===== src/rtl/frame_sequencer_pkg.sv =====
// Shared types and constants for the frame sequencer and the processing block.
// Opcode encoding, FSM state encoding, coordinate width and the write-coordinate map.
package frame_sequencer_pkg;

  localparam int unsigned CoordW = 12;
  localparam int unsigned ParamW = 8;
  localparam int unsigned JobW   = 2 + ParamW;

  typedef enum logic [1:0] {
    OpBrightness = 2'd0,
    OpGrayscale  = 2'd1,
    OpRotate     = 2'd2,
    OpReserved   = 2'd3
  } opcode_e;

  typedef enum logic [2:0] {
    StIdle,
    StLoad,
    StScan,
    StDrain,
    StDone
  } state_e;

  typedef struct packed {
    logic [1:0]        opcode;
    logic [ParamW-1:0] param;
  } job_t;

  typedef struct packed {
    logic [CoordW-1:0] row;
    logic [CoordW-1:0] col;
  } coord_t;

  // Rotate is 90 degrees clockwise; row < height, so height-1-row cannot underflow.
  function automatic coord_t map_coord(input logic [1:0]        op,
                                       input logic [CoordW-1:0] row,
                                       input logic [CoordW-1:0] col,
                                       input logic [CoordW-1:0] height);
    coord_t c;
    if (op == OpRotate) begin
      c.row = col;
      c.col = height - row - CoordW'(1);
    end else begin
      c.row = row;
      c.col = col;
    end
    return c;
  endfunction

endpackage


===== src/rtl/frame_sequencer_job_fifo.sv =====
// Synchronous job FIFO with registered occupancy count and full/empty flags.
// Head entry is presented combinationally on rdata.
module job_fifo #(
  parameter int unsigned Width = 10,
  parameter int unsigned Depth = 4
) (
  input  logic             clk,
  input  logic             rst,
  input  logic             push,
  input  logic [Width-1:0] wdata,
  input  logic             pop,
  output logic [Width-1:0] rdata,
  output logic             full,
  output logic             empty
);

  localparam int unsigned PtrW = $clog2(Depth);
  localparam int unsigned CntW = $clog2(Depth + 1);

  logic [Width-1:0] mem_q [Depth];
  logic [PtrW-1:0]  wr_ptr_q;
  logic [PtrW-1:0]  rd_ptr_q;
  logic [CntW-1:0]  count_q;
  logic             do_push;
  logic             do_pop;

  assign full    = (count_q == CntW'(Depth));
  assign empty   = (count_q == '0);
  assign do_push = push && !full;
  assign do_pop  = pop && !empty;
  assign rdata   = mem_q[rd_ptr_q];

  always_ff @(posedge clk or posedge rst) begin
    if (rst) begin
      wr_ptr_q <= '0;
      rd_ptr_q <= '0;
      count_q  <= '0;
      for (int unsigned i = 0; i < Depth; i++) begin
        mem_q[i] <= '0;
      end
    end else begin
      if (do_push) begin
        mem_q[wr_ptr_q] <= wdata;
        wr_ptr_q        <= wr_ptr_q + 1'b1;
      end
      if (do_pop) begin
        rd_ptr_q <= rd_ptr_q + 1'b1;
      end
      case ({do_push, do_pop})
        2'b10:   count_q <= count_q + 1'b1;
        2'b01:   count_q <= count_q - 1'b1;
        default: count_q <= count_q;
      endcase
    end
  end

endmodule


===== src/rtl/frame_sequencer.sv =====
// Job scheduler and raster address sequencer feeding the image writer.
// Optional FRAME_SEQUENCER_STATS_EN adds frame_count / pixel_count outputs.
module frame_sequencer
  import frame_sequencer_pkg::*;
#(
  parameter int unsigned QDEPTH   = 4,
  parameter int unsigned PIPE_LAT = 2
) (
  input  logic              clk,
  input  logic              rst,
  input  logic              job_valid,
  output logic              job_ready,
  input  logic [1:0]        job_opcode,
  input  logic [ParamW-1:0] job_param,
  input  logic [CoordW-1:0] src_width,
  input  logic [CoordW-1:0] src_height,
  output logic [CoordW-1:0] read_row,
  output logic [CoordW-1:0] read_col,
  output logic [1:0]        opcode,
  output logic [ParamW-1:0] param,
  output logic              write_en,
  output logic [CoordW-1:0] write_row,
  output logic [CoordW-1:0] write_col,
  output logic [CoordW-1:0] write_width,
  output logic [CoordW-1:0] write_height,
  output logic              busy,
  output logic              frame_done,
  output logic              err
`ifdef FRAME_SEQUENCER_STATS_EN
  ,
  output logic [15:0]       frame_count,
  output logic [31:0]       pixel_count
`endif
);

  localparam int unsigned DrainW = $clog2(PIPE_LAT + 1);

  state_e state_q, state_d;

  logic              fifo_full, fifo_empty, fifo_push;
  job_t              push_job, head_job;
  logic              load, scan, last_pix, drain_last, zero_dim;
  logic [1:0]        op_q;
  logic [ParamW-1:0] param_q;
  logic [CoordW-1:0] w_q, h_q, row_q, col_q, wr_w_q, wr_h_q;
  logic [DrainW-1:0] drain_cnt_q;
  logic              err_q;
  coord_t            issue;
  logic              pipe_en_q [PIPE_LAT];
  coord_t            pipe_xy_q [PIPE_LAT];

  // Reserved opcodes are never queued; they only raise the sticky error.
  assign push_job  = '{opcode: job_opcode, param: job_param};
  assign fifo_push = job_valid && !fifo_full && (job_opcode != OpReserved);
  assign job_ready = !fifo_full;

  job_fifo #(
    .Width(JobW),
    .Depth(QDEPTH)
  ) u_job_fifo (
    .clk  (clk),
    .rst  (rst),
    .push (fifo_push),
    .wdata(push_job),
    .pop  (load),
    .rdata(head_job),
    .full (fifo_full),
    .empty(fifo_empty)
  );

  assign zero_dim   = (src_width == '0) || (src_height == '0);
  assign last_pix   = (col_q == w_q - CoordW'(1)) && (row_q == h_q - CoordW'(1));
  assign drain_last = (drain_cnt_q == DrainW'(PIPE_LAT - 1));

  always_ff @(posedge clk or posedge rst) begin
    if (rst) begin
      state_q <= StIdle;
    end else begin
      state_q <= state_d;
    end
  end

  always_comb begin
    state_d = state_q;
    unique case (state_q)
      StIdle:  if (!fifo_empty) state_d = StLoad;
      StLoad:  state_d = zero_dim ? StDone : StScan;
      StScan:  if (last_pix) state_d = StDrain;
      StDrain: if (drain_last) state_d = StDone;
      StDone:  state_d = fifo_empty ? StIdle : StLoad;
      default: state_d = StIdle;
    endcase
  end

  always_comb begin
    load       = (state_q == StLoad);
    scan       = (state_q == StScan);
    busy       = (state_q != StIdle);
    frame_done = (state_q == StDone);
  end

  // Scan counters return to zero after the last pixel so the read address idles at (0,0).
  always_ff @(posedge clk or posedge rst) begin
    if (rst) begin
      op_q        <= '0;
      param_q     <= '0;
      w_q         <= '0;
      h_q         <= '0;
      wr_w_q      <= '0;
      wr_h_q      <= '0;
      row_q       <= '0;
      col_q       <= '0;
      drain_cnt_q <= '0;
      err_q       <= 1'b0;
    end else begin
      if (job_valid && !fifo_full && (job_opcode == OpReserved)) begin
        err_q <= 1'b1;
      end
      if (load) begin
        op_q    <= head_job.opcode;
        param_q <= head_job.param;
        w_q     <= src_width;
        h_q     <= src_height;
        row_q   <= '0;
        col_q   <= '0;
        if (head_job.opcode == OpRotate) begin
          wr_w_q <= src_height;
          wr_h_q <= src_width;
        end else begin
          wr_w_q <= src_width;
          wr_h_q <= src_height;
        end
      end else if (scan) begin
        if (col_q == w_q - CoordW'(1)) begin
          col_q <= '0;
          row_q <= (row_q == h_q - CoordW'(1)) ? '0 : row_q + CoordW'(1);
        end else begin
          col_q <= col_q + CoordW'(1);
        end
      end
      drain_cnt_q <= (state_q == StDrain) ? drain_cnt_q + 1'b1 : '0;
    end
  end

  assign issue = map_coord(op_q, row_q, col_q, h_q);

  always_ff @(posedge clk or posedge rst) begin
    if (rst) begin
      for (int unsigned i = 0; i < PIPE_LAT; i++) begin
        pipe_en_q[i] <= 1'b0;
        pipe_xy_q[i] <= '0;
      end
    end else begin
      pipe_en_q[0] <= scan;
      pipe_xy_q[0] <= scan ? issue : '0;
      for (int unsigned i = 1; i < PIPE_LAT; i++) begin
        pipe_en_q[i] <= pipe_en_q[i-1];
        pipe_xy_q[i] <= pipe_xy_q[i-1];
      end
    end
  end

  assign read_row     = row_q;
  assign read_col     = col_q;
  assign opcode       = op_q;
  assign param        = param_q;
  assign write_en     = pipe_en_q[PIPE_LAT-1];
  assign write_row    = pipe_xy_q[PIPE_LAT-1].row;
  assign write_col    = pipe_xy_q[PIPE_LAT-1].col;
  assign write_width  = wr_w_q;
  assign write_height = wr_h_q;
  assign err          = err_q;

`ifdef FRAME_SEQUENCER_STATS_EN
  logic [15:0] frame_count_q;
  logic [31:0] pixel_count_q;

  always_ff @(posedge clk or posedge rst) begin
    if (rst) begin
      frame_count_q <= '0;
      pixel_count_q <= '0;
    end else begin
      if (frame_done) frame_count_q <= frame_count_q + 16'd1;
      if (write_en)   pixel_count_q <= pixel_count_q + 32'd1;
    end
  end

  assign frame_count = frame_count_q;
  assign pixel_count = pixel_count_q;
`endif

endmodule


===== config.mk =====
export PLATFORM = sky130hd
export DESIGN_NAME = frame_sequencer
export DESIGN_NICKNAME = d
export VERILOG_FILES = /design/src/rtl/frame_sequencer_pkg.sv /design/src/rtl/frame_sequencer_job_fifo.sv /design/src/rtl/frame_sequencer.sv
export SDC_FILE = /design/constraint.sdc
export NUM_CORES = 1
export LEC_CHECK = 0
export ABC_AREA = 1
export BUFFER_PORTS_ARGS = -buffer_cell sky130_fd_sc_hd__buf_2
export CAP_MARGIN = 0
export CORE_MARGIN = 8
export CORE_UTILIZATION = 35
export CTS_BUF_LIST = sky130_fd_sc_hd__clkbuf_4 sky130_fd_sc_hd__clkbuf_8
export CTS_CLUSTER_DIAMETER = 40
export CTS_CLUSTER_SIZE = 30
export DETAILED_ROUTE_END_ITERATION = 12
export PLACE_DENSITY = 0.5
export SLEW_MARGIN = 40
export SYNTH_ARGS = -nofsm -noshare
export SYNTH_HDL_FRONTEND = slang
export SYNTH_SLANG_ARGS = --single-unit

===== constraint.sdc =====
create_clock -name clk -period 8.3 [get_ports clk]
set_input_delay 0 -clock clk [delete_from_list [all_inputs] [get_ports clk]]
set_output_delay 0 -clock clk [all_outputs]
set_load 0.01 [all_outputs]

# Word-level counts from Yosys, hierarchy flattened
# Index checks and enable logic that the tools add are counted.
# word_totals
register_bits,185
wordCells,102
# classes
addsub,11
n_lt_le_gt_ge,3
eq_ne,17
n_mux,25
bitwise,2
reduce_logical,20
# op_table
op,count
$mux W12,9
$mux W24,2
$bwmux W40,1
$sub A12 B1 Y12 const B,3
$mux W10,3
$add A12 B1 Y12 const B,2
$eq A12 B12 Y1,2
$logic_not A12 Y1,2
$bmux W10 S2,1
$demux W10 S2,1
$pmux W3 S5,1
$mux W3,4
$sub A12 B12 Y12,1
$eq A2 B2 Y1 const B,4
$logic_and A1 B1 Y1,7
$add A2 B1 Y2 const B,3
$eq A3 B2 Y1 const B,2
$eq A3 B3 Y1 const B,2
$ge A3 B3 Y1 const B,2
$logic_not A3 Y1,2
$ne A2 B2 Y1 const B,3
$not A2 Y3,2
$pmux W3 S2,1
$reduce_bool A2 Y1,3
other kinds (13),15

# Longest topological paths before layout
# Gate-level depths: netlist of run 1.
# depth
depth_word,7
ltp_mapped,16
ltp_nobuf,16

# By module
# From an unflattened synthesis of run 1, not the netlist that was laid out.
# unflattened
hier_cells,1264
area_unflattened_um2,9912.0
# modules_own_cells
module,n_inst,cells_each,area_per_inst_um2
frame_sequencer,1,964,7450.9
job_fifo,1,300,2461.1

# Least setup slack after synthesis of run 1
# Ideal clock, no wire load.
# synth_timing
path_kind,register to register
startpoint,reg state_q[2]
endpoint,reg u_job_fifo.count_q[2]
setup_time_ps,124
arrival_ps,2145
required_ps,8176
path_slack_ps,6031
path_stages_with_launch,11
period_less_slack_ps,2269
cell_sequence,dfrtp_1 > nor3_4 > inv_1 > clkbuf_1 > nor2_1 > ha_1 > inv_1 > fa_1 > a21oi_1 > o21ai_0 > xnor2_1
# synth_via
elab_chain_len,4
elab_cells_between_ends,6
# synth_lines
item,line_no,source
start: declaration,frame_sequencer.sv:38,"state_e state_q, state_d;"
start signal: assignment,frame_sequencer.sv:77,state_q <= StIdle;
start signal: assignment,frame_sequencer.sv:79,state_q <= state_d;
$eq A3 B1 Y1 (*),frame_sequencer.sv:96,load = (state_q == StLoad);
$logic_and A1 B1 Y1 (*),frame_sequencer_job_fifo.sv:30,assign do_pop = pop && !empty;
via u_job_fifo.do_pop,frame_sequencer_job_fifo.sv:25,logic do_pop;
$eq A2 B1 Y1 / $eq A2 B2 Y1 (equally long branches),frame_sequencer_job_fifo.sv:49,"case ({do_push, do_pop})"
$pmux W3 S2 / $reduce_bool A2 Y1 (equally long branches),--,
end signal: assignment,frame_sequencer_job_fifo.sv:50,2'b10: count_q <= count_q + 1'b1;
end signal: assignment,frame_sequencer_job_fifo.sv:51,2'b01: count_q <= count_q - 1'b1;
end signal: assignment,frame_sequencer_job_fifo.sv:52,default: count_q <= count_q;
end: declaration,frame_sequencer_job_fifo.sv:23,logic [CntW-1:0] count_q;
# Mark *: on every way through the listed nets, which the timed path passes. The rest lies on a longest branch.
# A chain may end at the register's enable or synchronous reset.

# Worst setup path in the final report of run 1
# layout_timing
startpoint,reg u_job_fifo.rd_ptr_q[0]
endpoint,reg wr_h_q[10] (netlist: write_height[10])
# layout_via
elab_chain_len,6
# layout_lines
item,line_no,source
start: declaration,frame_sequencer_job_fifo.sv:22,logic [PtrW-1:0] rd_ptr_q;
start signal: assignment,frame_sequencer_job_fifo.sv:47,rd_ptr_q <= rd_ptr_q + 1'b1;
$not A2 Y3 (implied by the code),frame_sequencer_job_fifo.sv:31,assign rdata = mem_q[rd_ptr_q];
$bmux W10 S2,frame_sequencer_job_fifo.sv:31,
$mux W10 (implied by the code) (2 in series),frame_sequencer_job_fifo.sv:31,
$eq A2 B2 Y1,frame_sequencer.sv:126,if (head_job.opcode == OpRotate) begin
$mux W12,frame_sequencer.sv:126,
end signal: assignment,frame_sequencer.sv:128,wr_h_q <= src_width;
end signal: assignment,frame_sequencer.sv:131,wr_h_q <= src_height;
end: declaration,frame_sequencer.sv:45,"logic [CoordW-1:0] w_q, h_q, row_q, col_q, wr_w_q, wr_h_q;"
# Every way passes these cells. The select of a mux whose other input is x is not followed.

==> impl_metrics.env, run 1 <==
export IMPL_hpwl_after_dpl_mm=18.94
export IMPL_ctsHtreeMaxLevel=4
export IMPL_outcome="complete, no violations"
export IMPL_drtPass1Iterations=5
export IMPL_synth_distinct_cells=46
export IMPL_die_width_um=180.5
export IMPL_floorplan_die_area_mm2=0.03258
export IMPL_min_period_ns=2.826
export IMPL_synth_area_leader_cell="sky130_fd_sc_hd__dfrtp_1"
export IMPL_power_density_cell_area_mw_per_mm2=184.0
export IMPL_fin_crit_sh_pct=34.04
export IMPL_place_detailed_instances=1514
export IMPL_area_growth_pct=16.71
export IMPL_fin_skew_ns=0.02210
export IMPL_first_global_vias=7539
export IMPL_buffer_ports_inserted=123
export IMPL_grt_pass1_wl_mm=43.00
export IMPL_max_slew_worst_pin_slew_ns=0.7722
export IMPL_fillers=2713
export IMPL_total_negative_setup_slacks_ns=0
export IMPL_post_dp_cell_area_mm2=0.01022
export IMPL_post_route_cells_drive_above_1_share_pct=18.41
export IMPL_timing_hold_violations_final=0
export IMPL_globalRoute_totalOverflow=0
export IMPL_grt_max_degree=134
export IMPL_syn_inst=1105
export IMPL_dr_vias=7736
export IMPL_syn_num_nets=1165
export IMPL_leakage_uw=0.005189
export IMPL_synth_warning_count=0
export IMPL_drt_wirelength_per_cell_um=16.84
export IMPL_initial_utilization_pct=35.44
export IMPL_drt_initial_drc_count=517
export IMPL_hold_path_class="in -> reg"
export IMPL_rsz0062_at_grt="false"
export IMPL_synth_top_cell_area_share_pct=48.88
export IMPL_drt_total_wl_mm=26.69
export IMPL_seq_cells_post_synth=185
export IMPL_critical_path_max_fanout=48
export IMPL_num_rows=60
export IMPL_mostFrequentLayoutCells="sky130_fd_sc_hd__nand2_1, sky130_fd_sc_hd__dfrtp_1, sky130_fd_sc_hd__o21ai_0, sky130_fd_sc_hd__buf_2, sky130_fd_sc_hd__inv_1"
export IMPL_floorplan_core_area_mm2=0.02673
export IMPL_pin_count=124
export IMPL_clock_tree_from_tritoncts="built"
export IMPL_synth_cell_area_mm2=0.009470
export IMPL_cp_arrival_ns=3.21
export IMPL_cap_viol_max_count=0
export IMPL_cp_end_kind="register"
export IMPL_insertedDiodeCount=0
export IMPL_grt_util_all_layers_pct=16.51
export IMPL_root_buffer="sky130_fd_sc_hd__clkbuf_8"
export IMPL_path_class="reg -> reg"
export IMPL_fp_dieH_um=180.5
export IMPL_post_route_cell_area_mm2=0.01105
export IMPL_maxSlewViolCount=0
export IMPL_slew_limit_headroom_pct=48.08
export IMPL_ant_nets=0
export IMPL_clk_latency_ns=0.49
export IMPL_worst_vdd_ir_mv=0.1083
export IMPL_cts_buffers_inserted=17
export IMPL_crit_path_start_kind="register"
export IMPL_count_of_non_filler_cells_in_the_finished_layout=1585
export IMPL_route_detailed_vias_per_inst=4.881
export IMPL_synth_seq_area_share_pct=48.88
export IMPL_cts_repair_resized=0
export IMPL_clock_sinks=185
export IMPL_fin_nets=1291
export IMPL_antenna_found_initial=0
export IMPL_cts_reportedPaths_clkPinSlew_ns=0.13
export IMPL_clk_path_buf_depth=2
export IMPL_netlist_top_cells_area="sky130_fd_sc_hd__dfrtp_1, sky130_fd_sc_hd__nand2_1, sky130_fd_sc_hd__o21ai_0"
export IMPL_setup_slack_ns=5.474
export IMPL_gpl_final_weighted_congestion=0.8436
export IMPL_share_of_flip_flops_with_an_asynchronous_set_or_reset_after_synthesis_pct=100.0
export IMPL_yosys_most_used_dff="sky130_fd_sc_hd__dfrtp_1"
export IMPL_synth_avg_cell_area_um2=8.570
export IMPL_detail_route_drc_violations=0
export IMPL_f_max_mhz=353.9
export IMPL_setup_ws_pre_cts_ns=5.533
export IMPL_commonest_non_fill_non_tap_cell_in_the_layout="sky130_fd_sc_hd__nand2_1"
export IMPL_count_of_flip_flops_with_a_built_in_enable_after_synthesis=0
export IMPL_worstPathRequired_ns=8.68
export IMPL_setup_viol_count_final=0
## sequential cells by signal, indices dropped and copies added, names as in the netlist
signal               cells
param                    8
read_row                12
pipe_xy_q               24
write_en                 1
write_row               12
h_q                     12
u_job_fifo.mem_q        40
opcode                   2
u_job_fifo.wr_ptr_q      2
drain_cnt_q              2
u_job_fifo.rd_ptr_q      2
pipe_en_q                1
w_q                     12
write_width             12
state_q                  3
u_job_fifo.count_q       3
write_col               12
read_col                12
write_height            12
err                      1
## logic make-up after synthesis
group | after synthesis | share of synthesized area [%]
compound gates | 232 | 13.08
mux | 32 | 3.805
simple gates | 413 | 19.24
xor+xnor | 35 | 3.237
fa+ha+maj | 23 | 3.197
buf+inv | 185 | 8.561
flops | 185 | 48.88
## worst paths after layout
check                                              startpoint                                  to  slack, ns  depth (start not counted)
setup / recovery           u_job_fifo.rd_ptr_q[0]$_DFFE_PP0P_        write_height[10]$_DFFE_PP0N_       5.47                          9
hold reg to reg                       pipe_xy_q[37]$_DFF_PP0_              write_row[1]$_DFF_PP0_       0.35                          0
hold / removal                                      job_valid  u_job_fifo.wr_ptr_q[1]$_DFFE_PP0P_       0.08                          5
min in group asynchronous                                 rst              write_col[5]$_DFF_PP0_       0.18                          3
max in group asynchronous                                 rst                 w_q[10]$_DFFE_PP0N_       6.89                          4
setup reg to reg           u_job_fifo.rd_ptr_q[0]$_DFFE_PP0P_        write_height[10]$_DFFE_PP0N_       5.47                          9
## layer usage
layer	wire, um	vias to the layer above	part of all wire, %	track usage, %
met5	0	-	0	0
met4	340	0	1.3	3.968
met3	1366	29	5.1	3.952
met2	11930	201	45	25.41
met1	13050	3664	49	23.05
li1	-	3842	-	-
## report_power, final
part | internal, uW | total, uW | switching (uW)
logic | 141 | 309 | 169
registers | 1010 | 1060 | 50.0
clock network | 244 | 663 | 419
total | 1400 | 2030 | 637
## stage by stage
step	total power [uW]	hold slack, ns	util, %
after floorplan	1298	0.1210	-
after global placement	1371	0.2342	38.24
after detailed placement	1381	0.1883	38.25
after CTS	2060	0.05180	41.33
after global routing	2148	0.09687	41.36
final	2034	0.07778	41.36
## critical path, stage by stage, from the launching register on
cell and delay, ns:
sky130_fd_sc_hd__dfrtp_2 0.69, sky130_fd_sc_hd__inv_1 0.37, sky130_fd_sc_hd__o21ai_0 0.25, sky130_fd_sc_hd__o22ai_1 0.13
sky130_fd_sc_hd__nand2_1 0.09, sky130_fd_sc_hd__buf_4 0.36, sky130_fd_sc_hd__a21oi_1 0.12, sky130_fd_sc_hd__o21ai_0 0.09
sky130_fd_sc_hd__dlygate4sd3_1 0.56, sky130_fd_sc_hd__nand2_1 0.04
## synth_stat cells (2+ instances only)
master / n
sky130_fd_sc_hd__nand4_1: 9
sky130_fd_sc_hd__o21a_1: 9
sky130_fd_sc_hd__clkbuf_1: 21
sky130_fd_sc_hd__nor4_1: 5
sky130_fd_sc_hd__xnor2_1: 13
sky130_fd_sc_hd__xor2_1: 22
sky130_fd_sc_hd__o22ai_1: 10
sky130_fd_sc_hd__a21oi_1: 65
sky130_fd_sc_hd__inv_2: 2
sky130_fd_sc_hd__o21ai_1: 10
sky130_fd_sc_hd__ha_1: 21
sky130_fd_sc_hd__nand3_1: 46
sky130_fd_sc_hd__o211ai_1: 4
sky130_fd_sc_hd__fa_1: 2
sky130_fd_sc_hd__nor3_1: 17
sky130_fd_sc_hd__o21ai_0: 123
sky130_fd_sc_hd__o21ai_2: 2
sky130_fd_sc_hd__buf_4: 25
sky130_fd_sc_hd__a211oi_1: 2
sky130_fd_sc_hd__inv_1: 122
sky130_fd_sc_hd__a21o_1: 2
sky130_fd_sc_hd__dfrtp_1: 185
sky130_fd_sc_hd__nand2_2: 7
sky130_fd_sc_hd__nor2_2: 10
sky130_fd_sc_hd__nand3b_1: 10
sky130_fd_sc_hd__nand2_1: 226
sky130_fd_sc_hd__nor2_1: 69
sky130_fd_sc_hd__buf_2: 11
sky130_fd_sc_hd__nor2_4: 3
sky130_fd_sc_hd__mux2_2: 32
sky130_fd_sc_hd__or2_2: 3
sky130_fd_sc_hd__nor3_2: 2
sky130_fd_sc_hd__o31ai_1: 2
## cell type report
| type | instances | area (um^2) | share of cell area (%) |
|---|---|---|---|
| Sequential cell | 185 | 4631 | 41.89 |
| Multi-Input combinational cell | 735 | 4038 | 36.53 |
| Timing Repair Buffer | 167 | 1044 | 9.441 |
| Inverter | 125 | 481.7 | 4.358 |
| Tap cell | 341 | 426.7 | 3.860 |
| Clock buffer | 17 | 234.0 | 2.117 |
| Clock inverter | 15 | 198.9 | 1.800 |
## timing repair
action | 4_1_cts | 5_1_grt
buffers inserted | 0 | 0
setup endpoints to repair | 0 | 0
hold endpoints to repair | 221 | 0
hold buffers | 39 | 0
Note: power is estimated with default switching activity, not from simulation.
==> run 2, diff against run 1 <==
--- a/config.mk
+++ b/config.mk
@@ -14,7 +14,7 @@
 export CTS_CLUSTER_DIAMETER = 40
 export CTS_CLUSTER_SIZE = 30
 export DETAILED_ROUTE_END_ITERATION = 12
-export PLACE_DENSITY = 0.5
+export PLACE_DENSITY = 0.52
 export SLEW_MARGIN = 40
 export SYNTH_ARGS = -nofsm -noshare
 export SYNTH_HDL_FRONTEND = slang
==> constraint.sdc (replaced) <==
create_clock -name clk -period 2.3 [get_ports clk]
set_input_delay 0 -clock clk [delete_from_list [all_inputs] [get_ports clk]]
set_output_delay 0 -clock clk [all_outputs]
set_load 0.01 [all_outputs]
==> impl_metrics.env, run 2 (synthesized netlist as in run 1, its figures left out) <==
export IMPL_cap_viol_max_count=0
export IMPL_worst_r2r_endpoint="read_col[9]$_DFFE_PP0P_"
export IMPL_pin_count=124
export IMPL_globalRoute_totalOverflow=0
export IMPL_clock_sinks=185
export IMPL_die_width_um=180.5
export IMPL_hold_path_class="in -> async"
export IMPL_clk_path_buf_depth=2
export IMPL_area_growth_pct=20.52
export IMPL_initial_utilization_pct=35.44
export IMPL_ant_nets=0
export IMPL_largest_register="u_job_fifo.mem_q"
export IMPL_cts_buffers_inserted=17
export IMPL_largestRegisters="u_job_fifo.mem_q (40), pipe_xy_q (24)"
export IMPL_rrSetupSlack_ns=0.25
export IMPL_timing_hold_violations_final=0
export IMPL_root_buffer="sky130_fd_sc_hd__clkbuf_8"
export IMPL_insertedDiodeCount=0
export IMPL_hold_ws_ns=0.07667
export IMPL_maxSlewViolCount=0
export IMPL_slew_limit_headroom_pct=54.05
export IMPL_post_route_cells_drive_above_1_share_pct=21.29
export IMPL_gpl_final_weighted_congestion=0.9623
export IMPL_leakage_uw=0.005406
export IMPL_fin_crit_sh_pct=89.29
export IMPL_buffer_ports_inserted=123
export IMPL_critical_path_max_fanout=9
export IMPL_largest_reg_flops=40
export IMPL_finish_utilization_pct=42.71
export IMPL_drt_initial_drc_count=490
export IMPL_grt_pass1_wl_mm=44.25
export IMPL_min_period_ns=2.054
export IMPL_detail_route_drc_violations=0
export IMPL_place_detailed_instances=1555
export IMPL_endpoint="read_col[9]$_DFFE_PP0P_"
export IMPL_hpwl_after_dpl_mm=20.13
export IMPL_max_slew_worst_pin_slew_ns=0.6885
export IMPL_fin_nets=1329
export IMPL_worst_vdd_ir_mv=0.4966
export IMPL_worstPathRequired_ns=2.63
export IMPL_fp_dieH_um=180.5
export IMPL_cp_arrival_ns=2.39
export IMPL_drtPass1Iterations=5
export IMPL_floorplan_core_area_mm2=0.02673
export IMPL_num_rows=60
export IMPL_clk_latency_ns=0.47
export IMPL_crit_path_start_kind="register"
export IMPL_path_class="reg -> reg"
export IMPL_crit_path_start="w_q[0]$_DFFE_PP0N_"
export IMPL_f_max_mhz=486.9
export IMPL_ctsHtreeMaxLevel=4
export IMPL_floorplan_die_area_mm2=0.03258
export IMPL_antenna_found_initial=0
export IMPL_grt_util_all_layers_pct=16.87
export IMPL_route_detailed_vias_per_inst=4.872
export IMPL_worst_r2r_startpoint="w_q[0]$_DFFE_PP0N_"
export IMPL_drt_total_wl_mm=27.19
export IMPL_outcome="complete, no violations"
export IMPL_setup_viol_count_final=0
export IMPL_number_of_post_cts_setup_repair_buffers=0
export IMPL_power_density_cell_area_mw_per_mm2=638.4
export IMPL_count_of_non_filler_cells_in_the_finished_layout=1623
export IMPL_clock_tree_from_tritoncts="built"
export IMPL_fin_skew_ns=0.02148
export IMPL_drt_wirelength_per_cell_um=16.75
export IMPL_grt_max_degree=77
export IMPL_commonest_non_fill_non_tap_cell_in_the_layout="sky130_fd_sc_hd__nand2_1"
export IMPL_dr_vias=7907
export IMPL_cts_reportedPaths_clkPinSlew_ns=0.12
export IMPL_ff2ff_path_depth=13
export IMPL_rsz0062_at_grt="false"
export IMPL_mostFrequentLayoutCells="sky130_fd_sc_hd__nand2_1, sky130_fd_sc_hd__dfrtp_1, sky130_fd_sc_hd__o21ai_0, sky130_fd_sc_hd__buf_2, sky130_fd_sc_hd__inv_1"
export IMPL_first_global_vias=7853
export IMPL_cp_end_kind="register"
[run 2: how the worst min path moves through the flow]
stage | to | slack, ns | cells after the start
global route | u_job_fifo.mem_q[28]$_DFFE_PP0P_ | 0.11 | 3
detailed placement | read_row[7]$_DFFE_PP0P_ | 0.05 | 2
global placement | read_row[7]$_DFFE_PP0P_ | 0.23 | 2
floorplan | h_q[0]$_DFFE_PP0N_ | 0.12 | 2
finish | u_job_fifo.mem_q[29]$_DFFE_PP0P_ | 0.08 | 3
CTS | u_job_fifo.mem_q[29]$_DFFE_PP0P_ | 0.07 | 3
[run 2: area by class of cell]
class | instances | area (um^2)
fill | 2694 | 15310
sequential | 185 | 4629
multi-input combinational | 735 | 4076
timing repair buffer | 205 | 1409
inverter | 125 | 473.0
tap | 341 | 426.7
clock buffer | 20 | 275.3
clock inverter | 12 | 123.9
[run 2: critical path, cell delays in order, from the launching register on]
cell,delay [ns]
sky130_fd_sc_hd__dfrtp_1,0.40
sky130_fd_sc_hd__inv_2,0.09
sky130_fd_sc_hd__ha_1,0.19
sky130_fd_sc_hd__nand3_1,0.16
sky130_fd_sc_hd__nand2_1,0.11
sky130_fd_sc_hd__nand2_1,0.05
sky130_fd_sc_hd__nor2_1,0.08
sky130_fd_sc_hd__nand3_1,0.08
sky130_fd_sc_hd__nor2_1,0.13
sky130_fd_sc_hd__nand3_2,0.15
sky130_fd_sc_hd__nand2_4,0.14
sky130_fd_sc_hd__inv_1,0.11
sky130_fd_sc_hd__nand2_4,0.14
sky130_fd_sc_hd__o22ai_1,0.09
[run 2: stage by stage]
step | area [um^2] | worst slack (ns) | total power [uW] | TNS (ns)
floorplan | 9474 | -0.07852 | 4685 | -14.53
global placement | 10590 | 0.1749 | 5024 | 0
detailed placement | 10610 | 0.1104 | 5070 | 0
CTS | 11370 | 0.09609 | 7377 | 0
global route | 11410 | 0.004516 | 7714 | 0
finish | 11410 | 0.2463 | 7286 | 0
[run 2: report_power, final]
group | internal [uW] | total, uW | switching, uW | leakage [uW]
sequential | 3650 | 3840 | 188 | 0.00222
combinational | 581 | 1190 | 612 | 0.00298
clock | 897 | 2250 | 1360 | 0.000203
[run 2: repair_timing]
item                                    CTS  global route
endpoints found under the setup margin    0            24
hold buffers                             36             0
hold endpoints to repair                172             0
gates resized for setup                   0             8
[run 2: metal layers]
metal	global-route usage, %	share of wire [%]	up-vias
met3	3.569	5.4	39
met4	5.159	2.2	0
met2	25.83	44	221
li1	-	-	3919
met5	0	0	-
met1	23.49	48	3728
==> run 3, diff against run 2 <==
--- a/config.mk
+++ b/config.mk
@@ -9,12 +9,12 @@
 export BUFFER_PORTS_ARGS = -buffer_cell sky130_fd_sc_hd__buf_2
 export CAP_MARGIN = 0
 export CORE_MARGIN = 8
-export CORE_UTILIZATION = 35
+export CORE_UTILIZATION = 54
 export CTS_BUF_LIST = sky130_fd_sc_hd__clkbuf_4 sky130_fd_sc_hd__clkbuf_8
 export CTS_CLUSTER_DIAMETER = 40
 export CTS_CLUSTER_SIZE = 30
 export DETAILED_ROUTE_END_ITERATION = 12
-export PLACE_DENSITY = 0.52
+export PLACE_DENSITY_LB_ADDON = 0.05
 export SLEW_MARGIN = 40
 export SYNTH_ARGS = -nofsm -noshare
 export SYNTH_HDL_FRONTEND = slang
==> impl_metrics.env, run 3 (synthesized netlist as in run 1, its figures left out) <==
export IMPL_fillers=1500
export IMPL_ff2ff_path_depth=9
export IMPL_hold_path_class="in -> reg"
export IMPL_timing_hold_violations_final=0
export IMPL_min_period_ns=2.152
export IMPL_setup_viol_count_final=0
export IMPL_insertedDiodeCount=0
export IMPL_worst_r2r_startpoint="u_job_fifo.rd_ptr_q[0]$_DFFE_PP0P_"
export IMPL_worstHoldPathCells=5
export IMPL_critical_path_n_buffers_inverters=3
export IMPL_drt_total_wl_mm=25.54
export IMPL_hpwl_after_dpl_mm=18.66
export IMPL_antenna_found_initial=0
export IMPL_worst_vdd_ir_mv=0.4769
export IMPL_fp_dieH_um=148.4
export IMPL_drtPass1Iterations=5
export IMPL_rrSetupSlack_ns=0.15
export IMPL_pin_count=124
export IMPL_post_route_cell_area_mm2=0.01125
export IMPL_post_route_cells_drive_above_1_share_pct=21.34
export IMPL_rsz0062_at_grt="true"
export IMPL_first_global_vias=7832
export IMPL_critPathSlowestCell="sky130_fd_sc_hd__dlygate4sd3_1"
export IMPL_drt_initial_drc_count=618
export IMPL_sink_of_the_worst_hold_path="u_job_fifo.wr_ptr_q[0]$_DFFE_PP0P_"
export IMPL_commonest_non_fill_non_tap_cell_in_the_layout="sky130_fd_sc_hd__nand2_1"
export IMPL_ctsHtreeMaxLevel=4
export IMPL_drt_wirelength_per_cell_um=16.92
export IMPL_detail_route_drc_violations=0
export IMPL_initial_utilization_pct=54.94
export IMPL_dr_vias=7998
export IMPL_count_of_non_filler_cells_in_the_finished_layout=1509
export IMPL_cts_buffers_inserted=17
export IMPL_ant_nets=0
export IMPL_route_detailed_vias_per_inst=5.300
export IMPL_fin_skew_ns=0.01844
export IMPL_critical_path_top_delay_family="buffers and inverters"
export IMPL_fin_nets=1331
export IMPL_root_buffer="sky130_fd_sc_hd__clkbuf_8"
export IMPL_critPathMaxStageDelay_ns=0.58
export IMPL_maxSlewViolCount=0
export IMPL_slew_limit_headroom_pct=60.61
export IMPL_crit_path_cell_trace="buf_6, o21ai_0, o22ai_2, nand2_1, buf_12, a21oi_1, o21ai_0, dlygate4sd3_1, nand2_1"
export IMPL_cap_viol_max_count=0
export IMPL_worstPathRequired_ns=2.68
export IMPL_num_rows=48
export IMPL_globalRoute_totalOverflow=0
export IMPL_place_detailed_instances=1438
export IMPL_floorplan_core_area_mm2=0.01724
export IMPL_floorplan_die_area_mm2=0.02203
export IMPL_critical_path_max_fanout=48
export IMPL_worst_hold_start="job_valid"
export IMPL_f_max_mhz=464.7
export IMPL_grt_max_degree=77
export IMPL_cp_arrival_ns=2.53
export IMPL_clock_tree_from_tritoncts="built"
export IMPL_grt_util_all_layers_pct=23.53
export IMPL_die_width_um=148.4
export IMPL_buffer_ports_inserted=123
export IMPL_largest_register="u_job_fifo.mem_q"
export IMPL_path_class="reg -> reg"
export IMPL_mostFrequentLayoutCells="sky130_fd_sc_hd__nand2_1, sky130_fd_sc_hd__dfrtp_1, sky130_fd_sc_hd__o21ai_0, sky130_fd_sc_hd__buf_2, sky130_fd_sc_hd__inv_1"
export IMPL_gpl_final_weighted_congestion=0.9396
export IMPL_outcome="complete, no violations"
export IMPL_area_occupied_by_multi_input_gates_mm2=0.004055
export IMPL_cts_reportedPaths_clkPinSlew_ns=0.11
export IMPL_leakage_uw=0.005392
export IMPL_grt_pass1_wl_mm=41.02
export IMPL_worst_r2r_endpoint="write_height[10]$_DFFE_PP0N_"
export IMPL_clk_path_buf_depth=2
export IMPL_post_dp_cell_area_mm2=0.01041
export IMPL_clk_latency_ns=0.48
export IMPL_regArea_mm2=0.004631
export IMPL_largest_reg_flops=40
export IMPL_area_growth_pct=18.79
export IMPL_clock_sinks=185
export IMPL_fin_crit_sh_pct=93.57
export IMPL_largestRegisters="u_job_fifo.mem_q (40), pipe_xy_q (24)"
export IMPL_power_density_cell_area_mw_per_mm2=656.4
export IMPL_crit_path_start_kind="register"
export IMPL_p_total_uw=7384
export IMPL_max_slew_worst_pin_slew_ns=0.5858
export IMPL_cp_end_kind="register"
==> run 3: power by group <==
part	internal, uW	total (uW)	switching [uW]
Sequential	3650	3840	190
Combinational	574	1180	603
Clock	1040	2370	1320
==> run 3: repair_timing <==
item                                   4_1_cts  5_1_grt
setup endpoints to repair                    0       16
setup buffers                                0        0
endpoints found under the hold margin      108        0
gates resized for setup                      0        8
hold buffers                                39        0
==> run 3: routing by layer <==
layer | vias to the layer above | global-route usage (%) | wire [um]
met1 | 3812 | 30.20 | 11410
li1 | 3911 | - | -
met5 | - | 0 | 0
met2 | 234 | 39.11 | 12120
met4 | 0 | 7.088 | 601
met3 | 41 | 5.044 | 1401
==> run 3: layout make-up <==
class                           instances  share of cell area (%)
Clock inverter                         14                   1.568
Multi-Input combinational cell        735                   36.05
Inverter                              125                   4.204
Tap cell                              225                   2.503
Sequential cell                       185                   41.16
Clock buffer                           18                   2.202
Timing Repair Buffer                  207                   12.31
==> run 3: how the worst max path moves through the flow <==
stage | startpoint | end | slack, ns | depth (start not counted)
CTS | u_job_fifo.rd_ptr_q[1]$_DFFE_PP0P_ | write_height[11]$_DFFE_PP0N_ | 0.06 | 9
detailed placement | h_q[1]$_DFFE_PP0N_ | read_row[5]$_DFFE_PP0P_ | 0.14 | 11
floorplan | rst | drain_cnt_q[0]$_DFF_PP0_ | -0.08 | 1
global placement | h_q[1]$_DFFE_PP0N_ | state_q[2]$_DFFE_PP0P_ | 0.22 | 14
global route | u_job_fifo.rd_ptr_q[0]$_DFFE_PP0P_ | write_height[10]$_DFFE_PP0N_ | 0.0004 | 9
finish | u_job_fifo.rd_ptr_q[0]$_DFFE_PP0P_ | write_height[10]$_DFFE_PP0N_ | 0.15 | 9
==> run 3: stage by stage <==
step	setup slack (ns)	setup TNS (ns)	hold slack [ns]	util, %
floorplan	-0.07852	-14.53	0.1210	-
global placement	0.2213	0	0.1073	60.38
detailed placement	0.1384	0	0.1040	60.38
CTS	0.06100	0	0.08348	65.11
global route	0.0004385	0	0.1105	65.27
finish	0.1479	0	0.1094	65.27
==> run 3: worst reg2reg max path: cells and delay by family (launching register included) <==
| kind | cells | cell delay (ns) |
|---|---|---|
| AOI/OAI and AO/OA | 4 | 0.54 |
| buffers and inverters | 3 | 0.95 |
| DFF | 1 | 0.41 |
| and+or+nand+nor | 2 | 0.18 |
